**src/rtl/cpu_fetch_pkg.sv**
```systemverilog
// Shared fetch-side constants: default widths and the words returned for
// empty/faulting slots.
package cpu_fetch_pkg;

  localparam int unsigned DEF_DATA_W = 32;
  localparam int unsigned DEF_ADDR_W = 6;

  // Value presented on instr_data when nothing valid sits at the FIFO head.
  localparam logic [31:0] NOP_WORD   = 32'h0000_0000;
  // Value loaded for a fetch from an address beyond the populated image.
  localparam logic [31:0] FAULT_DATA = 32'h0000_0000;

endpackage

```
**src/rtl/rom_sync.sv**
```systemverilog
// Synchronous-read ROM, one cycle latency. The image is a constant table
// supplied as a packed parameter (word i at bits [i*DATA_W +: DATA_W]);
// every address at or beyond DEPTH reads as zero. Shared with the data side.
module rom_sync #(
  parameter int unsigned            DATA_W     = 32,
  parameter int unsigned            ADDR_W     = 6,
  parameter int unsigned            DEPTH      = 12,
  parameter logic [DEPTH*DATA_W-1:0] INIT_IMAGE = '0
) (
  input  logic              clka,
  input  logic              en,
  input  logic [ADDR_W-1:0] addr,
  output logic [DATA_W-1:0] dout
);

  localparam int unsigned WORDS = 2 ** ADDR_W;

  // Table spans the full address space so addr indexes it without range logic.
  logic [DATA_W-1:0] rom_w [WORDS];
  logic [DATA_W-1:0] dout_q;

  for (genvar i = 0; i < WORDS; i++) begin : g_rom
    if (i < DEPTH) begin : g_pop
      assign rom_w[i] = INIT_IMAGE[i*DATA_W +: DATA_W];
    end else begin : g_zero
      assign rom_w[i] = '0;
    end
  end

  // Registered read; output holds while en is low.
  always_ff @(posedge clka) begin
    if (en) begin
      dout_q <= rom_w[addr];
    end
  end

  assign dout = dout_q;

endmodule

```
**src/rtl/fetch_prefetch_rom.sv**
```systemverilog
// Instruction ROM with fetch front end: a word PC walks the image one read per
// cycle, results land in a small prefetch FIFO that drains to decode over
// valid/ready. A redirect reloads the PC and throws away everything fetched
// so far. Issue is credit-based (occupancy + read in flight - pop), so the
// FIFO can never overflow even with a read outstanding.
module fetch_prefetch_rom
  import cpu_fetch_pkg::*;
#(
  parameter int unsigned             DATA_W     = DEF_DATA_W,
  parameter int unsigned             ADDR_W     = DEF_ADDR_W,
  parameter int unsigned             DEPTH      = 12,
  parameter int unsigned             FIFO_DEPTH = 4,
  parameter logic [DEPTH*DATA_W-1:0] INIT_IMAGE = '0,
  parameter logic [ADDR_W-1:0]       RESET_PC   = '0
) (
  input  logic                          clka,
  input  logic                          rsta,
  input  logic                          redirect_valid,
  input  logic [ADDR_W-1:0]             redirect_pc,
  output logic                          instr_valid,
  input  logic                          instr_ready,
  output logic [DATA_W-1:0]             instr_data,
  output logic [ADDR_W-1:0]             instr_pc,
  output logic                          instr_fault,
  output logic [$clog2(FIFO_DEPTH):0]   fifo_count
);

  localparam int unsigned PTR_W = $clog2(FIFO_DEPTH);
  localparam int unsigned CNT_W = PTR_W + 1;
  localparam logic [CNT_W:0]  FIFO_LIM = (CNT_W + 1)'(FIFO_DEPTH);
  localparam logic [ADDR_W:0] DEPTH_L  = (ADDR_W + 1)'(DEPTH);

  // Fetch PC and the read currently inside the ROM pipeline.
  logic [ADDR_W-1:0] pc_q, pc_d;
  logic              infl_valid_q, infl_valid_d;
  logic [ADDR_W-1:0] infl_pc_q;
  logic              infl_fault_q;

  // Prefetch FIFO: circular buffer, power-of-two depth so pointers wrap freely.
  logic [PTR_W-1:0]  rd_ptr_q, rd_ptr_d;
  logic [PTR_W-1:0]  wr_ptr_q, wr_ptr_d;
  logic [CNT_W-1:0]  count_q, count_d;
  logic [DATA_W-1:0] mem_data_q  [FIFO_DEPTH];
  logic [ADDR_W-1:0] mem_pc_q    [FIFO_DEPTH];
  logic              mem_fault_q [FIFO_DEPTH];

  logic              fifo_nonempty;
  logic              pop;
  logic              push;
  logic              issue;
  logic              pc_fault;
  logic [CNT_W:0]    credit;
  logic [DATA_W-1:0] rom_dout;
  logic [DATA_W-1:0] push_data;

  rom_sync #(
    .DATA_W     (DATA_W),
    .ADDR_W     (ADDR_W),
    .DEPTH      (DEPTH),
    .INIT_IMAGE (INIT_IMAGE)
  ) u_rom (
    .clka (clka),
    .en   (issue),
    .addr (pc_q),
    .dout (rom_dout)
  );

  // Handshake, issue credit and push qualification.
  always_comb begin
    fifo_nonempty = (count_q != '0);
    pop           = fifo_nonempty && instr_ready;
    pc_fault      = ({1'b0, pc_q} >= DEPTH_L);
    credit        = {1'b0, count_q}
                  + (CNT_W + 1)'(infl_valid_q)
                  - (CNT_W + 1)'(pop);
    issue         = !redirect_valid && (credit < FIFO_LIM);
    // A redirect kills the read in flight: it never reaches the FIFO.
    push          = infl_valid_q && !redirect_valid;
    push_data     = infl_fault_q ? DATA_W'(FAULT_DATA) : rom_dout;
  end

  // Next-state for PC, in-flight flag, pointers and occupancy.
  always_comb begin
    pc_d         = pc_q;
    infl_valid_d = issue;
    rd_ptr_d     = rd_ptr_q;
    wr_ptr_d     = wr_ptr_q;
    count_d      = count_q;
    if (redirect_valid) begin
      // A same-cycle pop has already been taken by the consumer; just flush.
      pc_d     = redirect_pc;
      rd_ptr_d = '0;
      wr_ptr_d = '0;
      count_d  = '0;
    end else begin
      if (issue) begin
        pc_d = pc_q + ADDR_W'(1);
      end
      if (push) begin
        wr_ptr_d = wr_ptr_q + PTR_W'(1);
      end
      if (pop) begin
        rd_ptr_d = rd_ptr_q + PTR_W'(1);
      end
      count_d = count_q + CNT_W'(push) - CNT_W'(pop);
    end
  end

  // Control state registers, synchronous reset.
  always_ff @(posedge clka) begin
    if (rsta) begin
      pc_q         <= RESET_PC;
      infl_valid_q <= 1'b0;
      rd_ptr_q     <= '0;
      wr_ptr_q     <= '0;
      count_q      <= '0;
    end else begin
      pc_q         <= pc_d;
      infl_valid_q <= infl_valid_d;
      rd_ptr_q     <= rd_ptr_d;
      wr_ptr_q     <= wr_ptr_d;
      count_q      <= count_d;
    end
  end

  // Tag travelling alongside the ROM read; only meaningful while infl_valid_q.
  always_ff @(posedge clka) begin
    if (issue) begin
      infl_pc_q    <= pc_q;
      infl_fault_q <= pc_fault;
    end
  end

  // FIFO storage; stale slots are harmless because count gates the head.
  always_ff @(posedge clka) begin
    if (push) begin
      mem_data_q[wr_ptr_q]  <= push_data;
      mem_pc_q[wr_ptr_q]    <= infl_pc_q;
      mem_fault_q[wr_ptr_q] <= infl_fault_q;
    end
  end

  // Head outputs, forced to zero when the FIFO is empty.
  always_comb begin
    instr_valid = fifo_nonempty;
    instr_data  = DATA_W'(NOP_WORD);
    instr_pc    = '0;
    instr_fault = 1'b0;
    if (fifo_nonempty) begin
      instr_data  = mem_data_q[rd_ptr_q];
      instr_pc    = mem_pc_q[rd_ptr_q];
      instr_fault = mem_fault_q[rd_ptr_q];
    end
    fifo_count  = count_q;
  end

endmodule
```
**config.mk**
```make
export PLATFORM = sky130hd
export DESIGN_NAME = fetch_prefetch_rom
export DESIGN_NICKNAME = d
export VERILOG_FILES = /design/src/rtl/cpu_fetch_pkg.sv /design/src/rtl/rom_sync.sv /design/src/rtl/fetch_prefetch_rom.sv
export SDC_FILE = /design/constraint.sdc
export NUM_CORES = 1
export LEC_CHECK = 0
export ABC_AREA = 1
export CAP_MARGIN = 15
export CORE_MARGIN = 2
export CORE_UTILIZATION = 51
export DETAILED_ROUTE_END_ITERATION = 6
export GPL_TIMING_DRIVEN = 0
export PLACE_DENSITY = 0.88
export SYNTH_ARGS = -nofsm -noshare
export SYNTH_HDL_FRONTEND = slang
export SYNTH_SLANG_ARGS = --single-unit
```
**constraint.sdc**
```tcl
create_clock -name clka -period 2.8 [get_ports clka]
set_clock_uncertainty 0.05 [all_clocks]
set_input_delay 0.56 -clock clka [delete_from_list [all_inputs] [get_ports clka]]
set_output_delay 0.56 -clock clka [all_outputs]
set_load 0.03 [all_outputs]
```
Word level (Yosys, flattened, before mapping)
Memory sizes are Yosys's and may differ from the RTL's. A register that Yosys moved wholly into a read port is not among the register bits.
Cells that the tools add are included.
{"block": "totals", "ff_bits": 21, "latchBits": 0, "ram_bits": 156, "romBits": 2048, "input_bits": 10, "out_inout_bits": 43, "n_memories": 4}
{"block": "op_classes", "n_addsub": 7, "n_mul": 0, "div_mod_pow": 0, "magnitude_cmp": 2, "eq_ne": 0, "shift": 0, "muxes": 14, "bitwise": 1, "reduce_logical": 7}
{"name": "(name not given)", "words": 64, "width": 32, "rd": 1, "rd_ports_with_merged_regs": 1, "write_ports": 0, "line": "rom_sync.sv:33", "text": "dout_q <= rom_w[addr];"}
{"name": "mem_data_q", "words": 4, "width": 32, "rd": 1, "rd_ports_with_merged_regs": 1, "write_ports": 1, "line": "fetch_prefetch_rom.sv:43", "text": "logic [DATA_W-1:0] mem_data_q [FIFO_DEPTH];"}
{"name": "mem_pc_q", "words": 4, "width": 6, "rd": 1, "rd_ports_with_merged_regs": 1, "write_ports": 1, "line": "fetch_prefetch_rom.sv:44", "text": "logic [ADDR_W-1:0] mem_pc_q [FIFO_DEPTH];"}
{"name": "mem_fault_q", "words": 4, "width": 1, "rd": 1, "rd_ports_with_merged_regs": 1, "write_ports": 1, "line": "fetch_prefetch_rom.sv:45", "text": "logic mem_fault_q [FIFO_DEPTH];"}
{"op": "$mux W32", "n": 2}
{"op": "$mux W6", "n": 3}
{"op": "$mux W2", "n": 6}
{"op": "$not A6 Y7", "n": 1}
{"op": "$add A6 B1 Y6 const B", "n": 1}
{"op": "$ge A6 B4 Y1 const B", "n": 1}
{"op": "$add A2 B1 Y2 const B", "n": 2}
{"op": "$add A3 B1 Y4", "n": 1}
{"op": "$lt A4 B3 Y1 const B", "n": 1}
{"op": "$sub A4 B1 Y4", "n": 1}
{"op": "$add A3 B1 Y3", "n": 1}
{"op": "$logic_and A1 B1 Y1", "n": 3}
{"op": "$mux W1", "n": 3}
{"op": "$reduce_bool A3 Y1", "n": 1}
{"op": "$sub A3 B1 Y3", "n": 1}
{"op": "$reduce_bool A2 Y1", "n": 1}
{"op": "$reduce_or A2 Y1", "n": 1}
{"op": "$logic_not A1 Y1", "n": 1}

Logic depth before layout (Yosys ltp)
{"block": "depth", "ltp_word": 7, "depth_mapped": 16, "mapped_depth_nobuf": 16}

Cells and area by module
From an unflattened synthesis, not the netlist that was laid out.
{"block": "hier_totals", "hier_cells": 712, "hier_area_um2": 7684.9}
{"module": "fetch_prefetch_rom", "instances": 1, "cells_per_inst": 679, "area_per_inst_um2": 7440.9, "seq_area_each_um2": 5215.0}
{"module": "rom_sync", "instances": 1, "cells_per_inst": 33, "area_per_inst_um2": 244.0, "seq_area_each_um2": 0.0}

Worst setup path before layout
Ideal clock, no wire load.
{"block": "synth_timing", "path_type": "flip-flop to flip-flop", "start": "register count_q[0], in the netlist fifo_count[0]", "end": "register infl_fault_q (enable)", "setup_ns": 0.360, "t_arrival_ns": 2.185, "setup_slack_ns": 0.205, "stages_incl_launch_ff": 15, "n_path_buf": 0, "period_less_slack_ns": 2.595, "cell_sequence": "dfxtp_1 > nor2_1 > nand2_2 > nand2_4 > inv_1 > nand2_1 > ha_1 > nand2_1 > inv_1 > nand4_1 > nand2_1 > nand2_1 > nand2_2 > nand2_4 > nor2_1"}
{"block": "synth_between", "elab_chain_len": 5, "word_cells_on_any_way": 6, "cone_classes": "add/sub: 2; order compare: 1; reduce/logical: 3"}
{"element": "start: declaration", "line": "fetch_prefetch_rom.sv:42", "text": "logic [CNT_W-1:0] count_q, count_d;"}
{"element": "start signal: assignment", "line": "fetch_prefetch_rom.sv:122", "text": "count_q <= count_d;"}
{"element": "$reduce_bool A3 Y1", "line": "fetch_prefetch_rom.sv:70", "text": "fifo_nonempty = (count_q != '0);"}
{"element": "via instr_valid", "line": "fetch_prefetch_rom.sv:20", "text": "output logic instr_valid,"}
{"element": "$logic_and A1 B1 Y1", "line": "fetch_prefetch_rom.sv:71", "text": "pop = fifo_nonempty && instr_ready;"}
{"element": "$sub A4 B1 Y4", "line": "fetch_prefetch_rom.sv:75", "text": "- (CNT_W + 1)'(pop);"}
{"element": "$lt A4 B3 Y1", "line": "fetch_prefetch_rom.sv:76", "text": "issue = !redirect_valid && (credit < FIFO_LIM);"}
{"element": "$logic_and A1 B1 Y1", "line": "fetch_prefetch_rom.sv:76"}
{"element": "via infl_valid_d", "line": "fetch_prefetch_rom.sv:35", "text": "logic infl_valid_q, infl_valid_d;"}
{"element": "end signal: assignment", "line": "fetch_prefetch_rom.sv:130", "text": "infl_fault_q <= pc_fault;"}
{"element": "end: declaration", "line": "fetch_prefetch_rom.sv:37", "text": "logic infl_fault_q;"}
The timed path passes the listed nets, and every way through them passes these cells.
A chain may end at the register's enable or synchronous reset.

Worst setup path in the final report
{"block": "layout_timing", "start": "input port instr_ready", "end": "register infl_pc_q[1] (enable)"}
{"block": "layout_between", "elab_chain_len": 4}
{"element": "start: declaration", "line": "fetch_prefetch_rom.sv:21", "text": "input logic instr_ready,"}
{"element": "$logic_and A1 B1 Y1", "line": "fetch_prefetch_rom.sv:71"}
{"element": "$sub A4 B1 Y4", "line": "fetch_prefetch_rom.sv:75"}
{"element": "$lt A4 B3 Y1", "line": "fetch_prefetch_rom.sv:76"}
{"element": "$logic_and A1 B1 Y1", "line": "fetch_prefetch_rom.sv:76"}
{"element": "via infl_valid_d", "line": "fetch_prefetch_rom.sv:35"}
{"element": "end signal: assignment", "line": "fetch_prefetch_rom.sv:129", "text": "infl_pc_q <= pc_q;"}
{"element": "end: declaration", "line": "fetch_prefetch_rom.sv:36", "text": "logic [ADDR_W-1:0] infl_pc_q;"}
The timed path passes the listed nets, and every way through them passes these cells.

==> metrics.cfg <==
[status]
outcome = complete, no violations

[synthesis]
synth-edff-count = 35
yosys_warnings = 0
avgSynthCellArea_um2 = 9.47
synth.distinct_cells = 21
ys_seq_area_frac = 0.544
async_flop_share = 0
postSynthCellCount = 266
ys.flop_type = edfxtp_1
synth-seq-cells = 51
synth_common_cells = 40 x nor2_1, 35 x edfxtp_1, 32 x buf_4, 32 x nand2_1
yosysTopAreaCellShare = 0.417
synth.area.top_cells = edfxtp_1 42%, dfxtp_1 13%, buf_4 9.5%
synth_most_common_cell = nor2_1
synth_area_leader_cell = edfxtp_1
synth_area_um2 = 2520

[routing]
drt_pass1_iterations = 5
dr.first_iter.drc_count = 136
vias = 1771
detail_route.wl_per_cell_um = 10.5
vias_per_cell = 4.53
ant_nets = 0
post-route-drc-count = 0
finalWirelength_um = 4090

[global_route]
antenna_found_initial = 0
grt.busiest_layer = met2
met2_usage = 0.293
first_global_vias = 1629
grt_start_max_net_pins = 17
grtUsageMet1 = 0.186
grt_first_pass_wirelength_um = 6810
met3_usage = 0.0393
grt.total_usage = 0.162
overflow = 0

[place]
dp_slack_ns = -0.312
io_buffers = 20
placed_area_um2 = 2920
place.gp.congestion = 0.834
dp_hpwl_um = 3060

[die]
start_util = 0.530
die_x_um = 74.3
rows = 25
die_area_um2 = 5520
die_h_um = 74.3
ioPinCount = 53
core-area_um2 = 4750

[finish]
final_core_util = 0.636
fin_area_um2 = 3030
fin_nets = 343
fillCellCount = 390
syn2layout_area_growth_pct = 20.1
antennaDiodeCount = 0
drive_gt1_frac = 0.157

[setup_path]
setup.worst_path.start_class = input pin
reg2reg_to = infl_pc_q[1]
crit_arrival_ns = 2.57
required_ns = 2.72
r2r_setup_slack_ns = 0.34
critPathCaptureType = flop
path_class = input pin to flop
r2r_start = fifo_count[0]
crit_path_max_fanout = 9
cp-startpoint = instr_ready
rr_worst_depth = 14

[clocking]
hold_buffers = 0
numCtsBuffers = 5
postCtsSetupRepairBufs = 0
path_clk_slew_ns = 0.08
clkLatencyLatePin_ns = 0.29
cts.sinks = 51
cts_tree = done
clock_path_buffers = 2
cts-root-buf = clkbuf_8
htreeDepth = 2
cts_resized = 2

[sta]
min_period_ns = 2.65
slew_headroom = 0.548
fin_ws_ns = 0.149
slew_viol_final = 0
final-hold-violation-count = 0
worstMarginPinSlew_ns = 0.676
max_freq_mhz = 377
final-setup-viol-count = 0
final.period_utilization = 0.947
final.setup.tns_ns = 0
rsz0062_at_grt = no

[pwr]
max-vdd-ir-drop_mv = 0.466
total_power_w = 0.00160
power.leakage_nw = 1.41
powerDensity_nw_per_um2 = 528

[hold_path]
worstHoldStart = rd_ptr_q[1]
hp-class = flop to flop
whs_path_depth = 2

[flow_run]
maxCapViolCount = 0

final cells by class:
| class | instances | area [µm²] | share of cell area |
|---|---|---|---|
| clock inverter | 3 | 20.0 | 0.00662 |
| buffer | 36 | 268 | 0.0885 |
| multi-input combinational | 182 | 895 | 0.296 |
| tap | 67 | 83.8 | 0.0277 |
| sequential | 51 | 1370 | 0.453 |
| inverter | 27 | 101 | 0.0335 |
| clock buffer | 5 | 68.8 | 0.0227 |
| timing repair buffer | 20 | 218 | 0.0720 |
worst max-delay path, cell delays in order:
cell and delay (ns):
clkdlybuf4s50_1 0.53, nand2_4 0.07, inv_1 0.14, nand2_1 0.08, ha_1 0.30, nand2_1 0.06
inv_1 0.05, nand4_1 0.13, nand2_1 0.09, nand2_1 0.06, nand2_2 0.07, nand2_4 0.10
nor2_2 0.30
worst max path at each step:
| stage | end | slack (ns) | cells after the start |
|---|---|---|---|
| after detailed placement | infl_pc_q[1] | -0.31 | 13 |
| after global placement | infl_pc_q[1] | -0.20 | 13 |
| final | infl_pc_q[1] | 0.15 | 13 |
| after floorplan | infl_fault_q | 0.21 | 14 |
| after CTS | instr_pc[1] | 0.06 | 6 |
| after global routing | infl_pc_q[1] | 0.01 | 13 |
sequential cells by signal, indices dropped and copies added (netlist names), named ones only:
signal,cells
mem_pc_q,24
infl_pc_q,6
pc_q,6
mem_fault_q,4
fifo_count,3
rd_ptr_q,2
wr_ptr_q,2
infl_fault_q,1
infl_valid_q,1
kinds of logic after synthesis:
group | share of synthesized area
adders and majority gates | 0.0527
DFF | 0.544
and+or+nand+nor | 0.159
AOI/OAI and AO/OA | 0.0914
xor gates and xnor gates | 0.00348
buffers and inverters | 0.148
other | 0.00149
per-stage QoR:
step,std cells,hold slack [ns]
global placement,384,0.393
finish,391,0.428
floorplan,297,0.381
CTS,391,0.427
detailed placement,384,0.409
global route,391,0.454
where the power goes:
part	switching, W	internal (W)
logic	0.000191	0.000103
clock network	0.000224	0.000174
registers	0.0000368	0.000868
layout by cell type (no fill, tap or decap):
master           count
nand3_1             11
clkbuf_8             6
nand2_2              3
o21ai_0             25
nand2_1             32
fa_1                 1
clkinvlp_4           1
dfxtp_1             16
nor2_1              39
edfxtp_1            35
clkinv_4             1
clkdlybuf4s50_1     13
clkinv_1             1
inv_1               25
nand4_1              2
buf_2                1
clkbuf_2             1
a21oi_1             21
ha_1                 9
inv_2                2
clkbuf_1             1
buf_4               32
nor3_1               2
nand2_4              3
dlymetal6s2s_1       7
xnor2_1              1
conb_1              32
nor2_2               1
per-layer routing:
metal | share of wire | up-vias
li1 | - | 926
met1 | 0.40 | 784
met2 | 0.53 | 57
met3 | 0.054 | 4
met4 | 0.011 | 0
met5 | 0 | -
Power figures use the tool's default switching activity.
